[config.mk]
export PLATFORM = sky130hd
export DESIGN_NAME = pc_sequencer
export DESIGN_NICKNAME = d
export VERILOG_FILES = /design/src/rtl/cpu_pkg.sv /design/src/rtl/ras_stack.sv /design/src/rtl/pc_sequencer.sv
export SDC_FILE = /design/constraint.sdc
export NUM_CORES = 1
export LEC_CHECK = 0
export CORE_MARGIN = 4
export CORE_UTILIZATION = 34
export DETAILED_ROUTE_END_ITERATION = 7
export HOLD_SLACK_MARGIN = 0.02
export MAX_ROUTING_LAYER = met4
export PLACE_DENSITY = 0.71
export SYNTH_ARGS = -nofsm -noshare
export SYNTH_HDL_FRONTEND = slang
export SYNTH_SLANG_ARGS = --single-unit
export TNS_END_PERCENT = 50
[constraint.sdc]
create_clock -name clk -period 6 [get_ports clk]
set_input_delay 1.8 -clock clk [delete_from_list [all_inputs] [get_ports clk]]
set_output_delay 1.8 -clock clk [all_outputs]
set_load 0.03 [all_outputs]
[src/rtl/cpu_pkg.sv]
// cpu_pkg: constants and types shared by the fetch-side blocks.
//   CPU_PC_W      - width of every program counter in this CPU
//   CPU_RAS_DEPTH - default number of return-address stack entries
//   CPU_RESET_PC  - address fetched first after reset
//   req_e         - the single control-flow request honoured in a cycle
package cpu_pkg;

  localparam int CPU_PC_W      = 5;
  localparam int CPU_RAS_DEPTH = 4;
  localparam logic [CPU_PC_W-1:0] CPU_RESET_PC = '0;

  typedef enum logic [1:0] {
    REQ_NONE   = 2'd0,
    REQ_BRANCH = 2'd1,
    REQ_CALL   = 2'd2,
    REQ_RET    = 2'd3
  } req_e;

endpackage

[src/rtl/ras_stack.sv]
// ras_stack: circular return-address stack.
//   clk, rst   - clock, synchronous active-high reset
//   push       - write push_data one slot above the current top
//   pop        - discard the current top
//   push_data  - return address to store
//   top_data   - entry at the current top (meaningless while empty)
//   empty      - no valid entries
//   ras_ovf    - sticky: a push happened while full (oldest entry lost)
//   ras_unf    - sticky: a pop happened while empty
module ras_stack
  import cpu_pkg::*;
#(
  parameter int DEPTH = CPU_RAS_DEPTH,
  parameter int W     = CPU_PC_W
) (
  input  logic         clk,
  input  logic         rst,
  input  logic         push,
  input  logic         pop,
  input  logic [W-1:0] push_data,
  output logic [W-1:0] top_data,
  output logic         empty,
  output logic         ras_ovf,
  output logic         ras_unf
);

  localparam int PTR_W = $clog2(DEPTH);
  localparam int CNT_W = $clog2(DEPTH + 1);

  logic [W-1:0]     mem_q [DEPTH];
  logic [W-1:0]     mem_d [DEPTH];
  logic [PTR_W-1:0] top_q, top_d;
  logic [CNT_W-1:0] cnt_q, cnt_d;
  logic             ovf_q, ovf_d;
  logic             unf_q, unf_d;
  logic             full;

  assign empty    = (cnt_q == '0);
  assign full     = (cnt_q == CNT_W'(DEPTH));
  assign top_data = mem_q[top_q];
  assign ras_ovf  = ovf_q;
  assign ras_unf  = unf_q;

  // A push while full advances the pointer onto the oldest slot, so the
  // overwrite falls out of the circular arithmetic; only count is held.
  // A pop while empty leaves pointer and count alone and just flags it.
  always_comb begin
    mem_d = mem_q;
    top_d = top_q;
    cnt_d = cnt_q;
    ovf_d = ovf_q;
    unf_d = unf_q;
    if (push) begin
      top_d        = top_q + 1'b1;
      mem_d[top_d] = push_data;
      if (full) ovf_d = 1'b1;
      else      cnt_d = cnt_q + 1'b1;
    end else if (pop) begin
      if (empty) begin
        unf_d = 1'b1;
      end else begin
        top_d = top_q - 1'b1;
        cnt_d = cnt_q - 1'b1;
      end
    end
  end

  always_ff @(posedge clk) begin
    if (rst) begin
      top_q <= '0;
      cnt_q <= '0;
      ovf_q <= 1'b0;
      unf_q <= 1'b0;
    end else begin
      top_q <= top_d;
      cnt_q <= cnt_d;
      ovf_q <= ovf_d;
      unf_q <= unf_d;
    end
  end

  // Entry contents need no reset; an empty stack is tracked by the count.
  always_ff @(posedge clk) begin
    mem_q <= mem_d;
  end

endmodule

[src/rtl/pc_sequencer.sv]
// pc_sequencer: owns the fetch PC and drives the external PC update mux.
//   clk, rst        - clock, synchronous active-high reset
//   stall           - hold all state; no request is accepted
//   instr_pc        - PC of the decode instruction (call return address - 1)
//   is_branch/branch_taken/branch_target - conditional branch request
//   is_call/call_target                  - call request
//   is_ret                               - return request
//   pc              - current fetch PC
//   seq_pc          - pc+1, mux sequential input
//   tgt             - redirect target, mux target input
//   sel_branch, sel_con, sel_call_ret    - mux selects
//   flush           - squash the instruction fetched last cycle
//   ras_ovf/ras_unf - sticky return-stack overflow / underflow
module pc_sequencer
  import cpu_pkg::*;
#(
  parameter int RAS_DEPTH = CPU_RAS_DEPTH,
  parameter int PC_W      = CPU_PC_W
) (
  input  logic            clk,
  input  logic            rst,
  input  logic            stall,
  input  logic [PC_W-1:0] instr_pc,
  input  logic            is_branch,
  input  logic            branch_taken,
  input  logic [PC_W-1:0] branch_target,
  input  logic            is_call,
  input  logic [PC_W-1:0] call_target,
  input  logic            is_ret,
  output logic [PC_W-1:0] pc,
  output logic [PC_W-1:0] seq_pc,
  output logic [PC_W-1:0] tgt,
  output logic            sel_branch,
  output logic            sel_con,
  output logic            sel_call_ret,
  output logic            flush,
  output logic            ras_ovf,
  output logic            ras_unf
);

  logic [PC_W-1:0] pc_q, pc_d;
  logic            flush_q, flush_d;
  req_e            req;
  logic            redirect;
  logic            ras_push, ras_pop, ras_empty;
  logic [PC_W-1:0] ras_top;

  assign pc     = pc_q;
  assign flush  = flush_q;
  assign seq_pc = pc_q + 1'b1;

  ras_stack #(
    .DEPTH(RAS_DEPTH),
    .W    (PC_W)
  ) u_ras (
    .clk      (clk),
    .rst      (rst),
    .push     (ras_push),
    .pop      (ras_pop),
    .push_data(instr_pc + 1'b1),
    .top_data (ras_top),
    .empty    (ras_empty),
    .ras_ovf  (ras_ovf),
    .ras_unf  (ras_unf)
  );

  // During a flush cycle decode holds a wrong-path instruction, so nothing
  // is accepted then; ret beats call beats branch when several arrive.
  always_comb begin
    req = REQ_NONE;
    if (!stall && !flush_q) begin
      if      (is_ret)    req = REQ_RET;
      else if (is_call)   req = REQ_CALL;
      else if (is_branch) req = REQ_BRANCH;
    end
  end

  // Mux selects, target and stack commands for the accepted request. A
  // return on an empty stack still redirects, to address zero.
  always_comb begin
    sel_branch   = 1'b0;
    sel_con      = 1'b0;
    sel_call_ret = 1'b0;
    tgt          = '0;
    redirect     = 1'b0;
    ras_push     = 1'b0;
    ras_pop      = 1'b0;
    case (req)
      REQ_RET: begin
        sel_call_ret = 1'b1;
        tgt          = ras_empty ? '0 : ras_top;
        redirect     = 1'b1;
        ras_pop      = 1'b1;
      end
      REQ_CALL: begin
        sel_call_ret = 1'b1;
        tgt          = call_target;
        redirect     = 1'b1;
        ras_push     = 1'b1;
      end
      REQ_BRANCH: begin
        sel_branch = 1'b1;
        sel_con    = branch_taken;
        tgt        = branch_target;
        redirect   = branch_taken;
      end
      default: ;
    endcase
  end

  // Same value the external mux produces; redirect is already low when
  // stalled, so flush falls to zero on a stalled edge.
  always_comb begin
    pc_d    = stall ? pc_q : (redirect ? tgt : seq_pc);
    flush_d = redirect;
  end

  always_ff @(posedge clk) begin
    if (rst) begin
      pc_q    <= PC_W'(CPU_RESET_PC);
      flush_q <= 1'b0;
    end else begin
      pc_q    <= pc_d;
      flush_q <= flush_d;
    end
  end

endmodule
# After elaboration in Yosys (flattened, before gate mapping)

Cells that the tools add are included.
Widths: inputs -> output; s select.

Output and inout port bits: 21
Logic and storage cells: 65
Flip-flop bits (word level): 33
Input port bits: 22

Eq/ne operators: 6
$lt $le $gt $ge: 3
Bitwise logic cells: 3
Mux-type cells: 26
Add/subtract/negate cells: 6
Reductions and logical operators: 11

Operators with widths:

| operator            | count |
|---|---|
| $mux 5              | 5 |
| $bwmux 20           | 1 |
| $pmux 5 s3          | 1 |
| $mux 2              | 6 |
| $mux 3              | 4 |
| $add 5x1->5 const B | 2 |
| $bmux 5 s2          | 1 |
| $demux 5 s2         | 1 |
| $ge 3x3->1 const B  | 2 |
| $mux 1              | 6 |
| $not 2->3           | 2 |
| $reduce_and 3->1    | 2 |
| $eq 2x2->1 const B  | 2 |
| $ne 2x2->1 const B  | 2 |
| $reduce_and 2->1    | 2 |
| $add 3x1->3 const B | 1 |
| $eq 3x3->1 const B  | 1 |
| $logic_not 3->1     | 1 |
| $lt 3x1->1 const B  | 1 |
| $sub 3x1->3 const B | 1 |
| $add 2x1->2 const B | 1 |
| $eq 2x1->1 const B  | 1 |
| $logic_and 1x1->1   | 2 |
| $logic_not 1->1     | 2 |
| 5 further kinds     | 5 |

# Logic depth before layout (Yosys ltp)

Depth in word-level cells: 8
Depth in mapped cells: 7
Mapped depth without buffers: 6

# By module

From an unflattened synthesis, not the netlist that was laid out.

Cells, all modules: 150
Area, all modules: 1722.9 sq um

By module, submodules not included:

| module       | seq. area each (sq um) | area each (sq um) | cells an instance | times used |
|---|---|---|---|---|
| ras_stack    | 740.7                  | 1171.1            | 80                | 1 |
| pc_sequencer | 120.1                  | 551.8             | 70                | 1 |

# Least setup slack after synthesis

No wires, ideal clock.

Kind: input to output
Start point: input port is_ret
End point: output port sel_con
Data arrival time: 3.248 ns
Stages on the path: 5
Path slack: 0.952 ns
Required time: 4.200 ns
Buffers on the path: 2
Cell sequence: buf_2 or3_1 buf_2 nor2b_1 and2_1

Longest elaborated chain between the ends: 4

RTL lines:

| what            | RTL line           | text |
|---|---|---|
| start, declared | pc_sequencer.sv:29 | `input logic is_ret,` |
| $mux 2          | pc_sequencer.sv:72 | `if (is_ret) req = REQ_RET;` |
| $mux 2          | pc_sequencer.sv:71 | `if (!stall && !flush_q) begin` |
| $eq 2x1->1      | pc_sequencer.sv:88 | `case (req)` |
| $mux 1          | pc_sequencer.sv:88 |  |
| end, declared   | pc_sequencer.sv:34 | `output logic sel_con,` |

Every way passes these cells.

# Final worst setup path

Start point: input port stall
End point: output port tgt[4]

Longest elaborated chain between the ends: 5

RTL lines:

| what                                     | RTL line           | text |
|---|---|---|
| start, declared                          | pc_sequencer.sv:22 | `input logic stall,` |
| $logic_not 1->1 (*)                      | pc_sequencer.sv:71 |  |
| $logic_and 1x1->1 (*)                    | pc_sequencer.sv:71 |  |
| $mux 2 (*)                               | pc_sequencer.sv:71 |  |
| $eq 2x1->1 or $eq 2x2->1 (tied branches) | pc_sequencer.sv:88 |  |
| $pmux 5 s3 (*)                           | pc_sequencer.sv:88 |  |
| end, declared                            | pc_sequencer.sv:32 | `output logic [PC_W-1:0] tgt,` |

Mark *: on every way between the ends. The rest lies on a longest branch, timed or not.

==> flow_summary.ini <==
[critical_path]
cp_slowest_stage_delay_ns = 0.66
worstSetupEndpoint = tgt[4]
reg2reg_slack_ns = 3.98
crit_start = stall
worstPathRequired_ns = 4.20
start_kind = input pin
crit_chain = clkdlybuf4s50_1, or3_1, a21oi_1, a21oi_1, inv_1, clkdlybuf4s50_1
arrival_ns = 3.71
critPathMaxFanout = 6
cpMaxStageDelayCell = clkdlybuf4s50_1
critPathKind = in2out
timing.rr.start = flush
reg2reg_to = u_ras.cnt_q[2]
endpoint_kind = output pin
worstRegToRegCells = 6

[routing]
vias_per_cell = 5.03
drt_first_pass_iters = 4
routed-via-count = 1359
antenna_left = 0
wl_per_cell_um = 14.2
route.detailed.drc = 0
drt_iter0_drc = 83
finalWirelength_mm = 3.85

[global_routing]
grt_max_degree = 16
grt.overflow.total = 0
antenna_found_initial = 0
track_usage = 0.133
grt_first_pass_wirelength_mm = 6.33
grt_pass1_vias = 1271

[floorplan]
start_util = 0.362
dieArea_mm2 = 0.00637
design.core.area_mm2 = 0.00485
io_pins = 43
die_h_um = 79.8
rows = 25
die_w_um = 79.8

[placement]
place_ws_ns = 0.491
gp_congestion = 0.800
port_buffers = 42
dp_cells = 262
place_hpwl_mm = 2.94

[logic_synthesis]
ys.flop_type = edfxtp_1
synth_nets = 185
syn-cell-area_mm2 = 0.00175
synth-seq-cells = 33
netlist_instances = 156
synth_cell_types = 43
yosysWarnings = 0
synth_edf_count = 20
syn-mean-instance-area_um2 = 11.2
synthArstFlopShare = 0
yosysSeqAreaShare = 0.491

[sta]
final.setup.tns_ns = 0
hold_viol = 0
relSlewSlack = 0.579
slew_violations = 0
holdWs_ns = 0.476
rsz0062_at_grt = no
finalCriticalPeriod_ns = 5.51
period_share = 0.918
fmax_ghz = 0.182
fin_ws_ns = 0.493
worst_pin_slew_ns = 0.629
fin_skew_ns = 0.00455
setup_violations = 0

[clock_network]
cts-hold-fix-buffers = 0
cts_made_buffers = 5
clkSinkCount = 33
post-cts-setup-buffers = 0
clk_pin_slew_ns = 0.07
cts.path.max_buffers = 2
cts_tree = done
h-tree-depth = 2
cts_root_buf = clkbuf_8
clkLatencyLatePin_ns = 0.29
cts_resized = 0

[pwr]
p_leak_nw = 0.848
cellPowerDensity_mw_per_mm2 = 250
ir_drop_mv = 0.121

[layout]
final_common_cell = clkdlybuf4s50_1
antenna_cells = 0
area_growth_pct = 35.5
final_cell_mix = 42 x clkdlybuf4s50_1, 20 x edfxtp_1, 13 x dfxtp_1
fin_cells = 270
finalNetCount = 231
drive_gt1_frac = 0.123

[job]
max_cap_violations = 0

[worst_hold_path]
hold_class = reg2reg

[outcome]
status = completed
stage by stage:
step | total power, mW | instance area, um^2 | utilization
after global routing | 0.620 | 2370 | 0.490
after CTS | 0.602 | 2370 | 0.490
after detailed placement | 0.387 | 2260 | 0.466
final | 0.593 | 2370 | 0.490
after floorplan | 0.337 | 1750 | -
after global placement | 0.387 | 2260 | 0.466
where the power goes:
group	switching, mW	internal [mW]
Sequential	0.0121	0.250
Clock	0.0882	0.124
Combinational	0.0611	0.0575
layout make-up:
class                   instances  area (um^2)
fillers                       450         2470
well taps                      67         83.8
clock buffers                   5         68.8
clock inverters                 3         46.3
multi-input cells             105          820
flip-flops and latches         33          861
inverters                      10         37.5
repair buffers                 47          458
state kept, by name, indices dropped and copies added (netlist names):
| name | count |
|---|---|
| u_ras.mem_q | 20 |
| u_ras.ras_ovf | 1 |
| u_ras.cnt_q | 3 |
| u_ras.top_q | 2 |
| flush | 1 |
| u_ras.ras_unf | 1 |
| pc | 5 |
Yosys cell counts, types with 2 or more instances:
cell       count  share of area
nand3b_1       4          0.017
ha_1           6          0.043
xnor2_1        6          0.030
a31oi_1        3          0.011
and2_1         5          0.018
nand3_1        4          0.011
a211oi_1       3          0.013
inv_1          9          0.019
xor2_1         2          0.010
clkbuf_1       4         0.0086
a21oi_1        8          0.023
nor4_1         3          0.011
o22ai_1        2         0.0071
buf_2          4          0.011
dfxtp_1       13           0.15
nor3_1         4          0.011
a2111oi_1      2          0.011
mux4_2         5          0.064
or3_1          3          0.011
edfxtp_1      20           0.34
o311a_1        2          0.011
nand2_1        8          0.017
nor2_1        10          0.021
nor2b_1        6          0.021
a21oi_2        2          0.010
worst min path at each step:
stage / startpoint / to / slack [ns] / cells after the start
floorplan: u_ras.cnt_q[2] / u_ras.cnt_q[2] / 0.53 / 1
global placement: u_ras.ras_unf / u_ras.ras_unf / 0.45 / 2
detailed placement: u_ras.ras_unf / u_ras.ras_unf / 0.46 / 2
CTS: u_ras.ras_unf / u_ras.ras_unf / 0.48 / 2
global route: u_ras.ras_unf / u_ras.ras_unf / 0.52 / 2
finish: u_ras.ras_unf / u_ras.ras_unf / 0.48 / 2
per-layer routing:
layer | share of wire | GRT usage | vias to the layer above
met4 | 0.018 | 0.0507 | 0
met5 | 0 | - | -
met3 | 0.083 | 0.0406 | 7
met2 | 0.46 | 0.202 | 50
li1 | - | - | 672
met1 | 0.44 | 0.165 | 630
cells by family (layout without fill, tap and decap cells):
family                     Yosys count  after routing  share of synthesized area
muxes                                6              6                     0.0700
DFF                                 33             33                      0.491
AOI/OAI and AO/OA                   30             30                      0.126
and+or+nand+nor                     54             54                      0.177
buffers and inverters               18             65                     0.0414
xor gates and xnor gates             8              8                     0.0400
adders and majority gates            7              7                     0.0542
critical path, delay by kind of cell:
kind	cells	cell delay (ns)
buffers and inverters	3	1.14
AND/OR/NAND/NOR	1	0.50
AO/OA/AOI/OAI	2	0.27
Power figures use the tool's default switching activity.
==> edit, RTL diff (same settings) <==
Register the output `ras_ovf`, cleared by the reset; this adds one clock of latency there. The other outputs are not delayed to match.
--- a/src/rtl/pc_sequencer.sv
+++ b/src/rtl/pc_sequencer.sv
@@ -40,2 +40,4 @@
 
+  logic ras_ovf_d;
+
   logic [PC_W-1:0] pc_q, pc_d;
@@ -62,3 +64,3 @@
     .empty    (ras_empty),
-    .ras_ovf  (ras_ovf),
+    .ras_ovf  (ras_ovf_d),
     .ras_unf  (ras_unf)
@@ -127,2 +129,10 @@
 
+  always_ff @(posedge clk) begin
+    if (rst) begin
+      ras_ovf <= '0;
+    end else begin
+      ras_ovf <= ras_ovf_d;
+    end
+  end
+
 endmodule
Formal check against the unedited RTL: not equivalent (Yosys sat finds a counterexample within 10 cycles, from zero or initial values and one cycle with rst high).
==> edit against the unedited design <==
  * Routed wire length increased by 0.91%
  * Sequential cell count increased by 1
  * Core utilization decreased by 3.0 points
  * Synthesized area increased by 1.4%
  * Cell area decreased by 1.7%
  * Setup slack got worse by 170 ps
  * Combinational power decreased by 14%
  * Worst hold slack got worse by 11 ps
  * Power decreased by 11%
  * Critical path type unchanged
  * Critical endpoint is now tgt[2]
  * Highest routed layer unchanged
==> edit: results (changes against the unedited design) <==
The HPWL after detailed placement is 2.89 mm (was 2.94 mm). The leakage dissipation is 0.834 nW (was 0.848 nW). The number of DRC markers after the initial detailed-route iteration is 47 (was 83). The stage delay of the slowest cell on the critical path is 680 ps (was 660 ps). Status: finished, final reports clean (unchanged). The clock insertion delay at the later pin of the skew report is 290 ps (about the same).

The largest clock skew in the final design was 5.38 ps (was 4.55 ps). The complex-gate fraction of the synthesized area is 0.105 (was 0.126). The cell count after placement is 264 (was 262).

The total of cells resized after clock tree synthesis is 0 (unchanged). The last weighted congestion value of the routability-driven placer came out at 0.770 (was 0.800). The number of cells produced by synthesis came to 159 (was 156). The fraction of synthesis flops using an asynchronous set or reset pin is 0 (unchanged). The ratio of cells with drive above 1 in the final layout is 0.0891 (was 0.123). The share of total power in sequential cells is 0.500 (was 0.442). The share of synthesized cell area in full adder, half adder and majority cells is 0.0535 (was 0.0542). The net total in the final layout was 230 (was 231). The maximum number of pins on one net before global-route repair is 17 (was 16).

The peak supply drop is 0.000123 V (was 0.000121 V). The sequential area share after synthesis is 0.496 (was 0.491). Most common library cells after synthesis: edfxtp_1 (20), dfxtp_1 (14), a21oi_1 (10), nand2_1 (10), inv_1 (9) (was edfxtp_1 (20), dfxtp_1 (13), nor2_1 (10)). The dominant delay contributor by cell family on the critical path is buffers and inverters (unchanged). The worst-margin pin slew is 600 ps (was 629 ps). The pre-CTS worst setup slack came out at 355 ps (was 491 ps). The maximum fanout encountered on the critical timing path is 8 (was 6).

The wire length of the first global-routing pass came out at 6.36 mm (was 6.33 mm). The arrival time reported for the critical path endpoint is 3870 ps (was 3710 ps). The areal power density over the cells is 226 nW/um^2 (was 250 nW/um^2). The total detailed-routing wirelength came to 3.88 mm (was 3.85 mm). Biggest area contributors in the synthesized netlist: edfxtp_1 (34%), dfxtp_1 (16%), mux4_2 (6.3%), ha_1 (4.2%), xnor2_1 (3.5%) (was edfxtp_1 (34%), dfxtp_1 (15%), mux4_2 (6.4%), ha_1 (4.3%), xnor2_1 (3.0%)).

The cell internal power dissipation came out at 0.000384 W (was 0.000432 W). The number of nets produced by synthesis is 188 (was 185). The combinational power share came out at 0.193 (was 0.200). The xor and xnor area share after synthesis came out at 0.0444 (was 0.0400). The average wire length per cell after detail routing is 14.3 um (was 14.2 um).

The total via count after detailed routing came out at 1340 (was 1359). The number of distinct library cells after synthesis is 41 (was 43). The global-route usage over all layers is 0.135 (was 0.133).

The total iterations of the first detailed-routing run is 4 (unchanged). The placement-stage cell area came to 2250 sq um (was 2260 sq um). The multiplexer share of the synthesized area came out at 0.0690 (was 0.0700).
==> edit: area by class of cell <==
class	count	area (sq um)
fillers	493	2740
well taps	70	87.6
multi-input cells	107	816
clock buffers	6	72.6
repair buffers	44	435
inverters	9	33.8
flip-flops and latches	34	881
clock inverters	2	8.76
==> edit: worst min-delay path, cell delays in order, from the launching register on <==
cell	delay (ps)
dfxtp_1	330
a31oi_1	40
nor2_1	70
==> edit: layer usage <==
layer  global-route usage  vias to the layer above  wire [um]  share of wire
met5                    -                        -          0              0
met1                0.156                      635       1760           0.45
met2                0.216                       35       1840           0.47
li1                     -                      663          -              -
met3               0.0370                        7        200          0.052
met4               0.0693                        0         78          0.020
==> edit: worst paths after layout <==
kind,from,endpoint,slack (ps),depth (start not counted)
setup reg to reg,u_ras.top_q[0],pc[2],4130,3
setup / recovery,is_ret,tgt[2],330,5
hold / removal,u_ras.ras_ovf,u_ras.ras_ovf,460,2
hold reg to reg,u_ras.ras_ovf,u_ras.ras_ovf,460,2
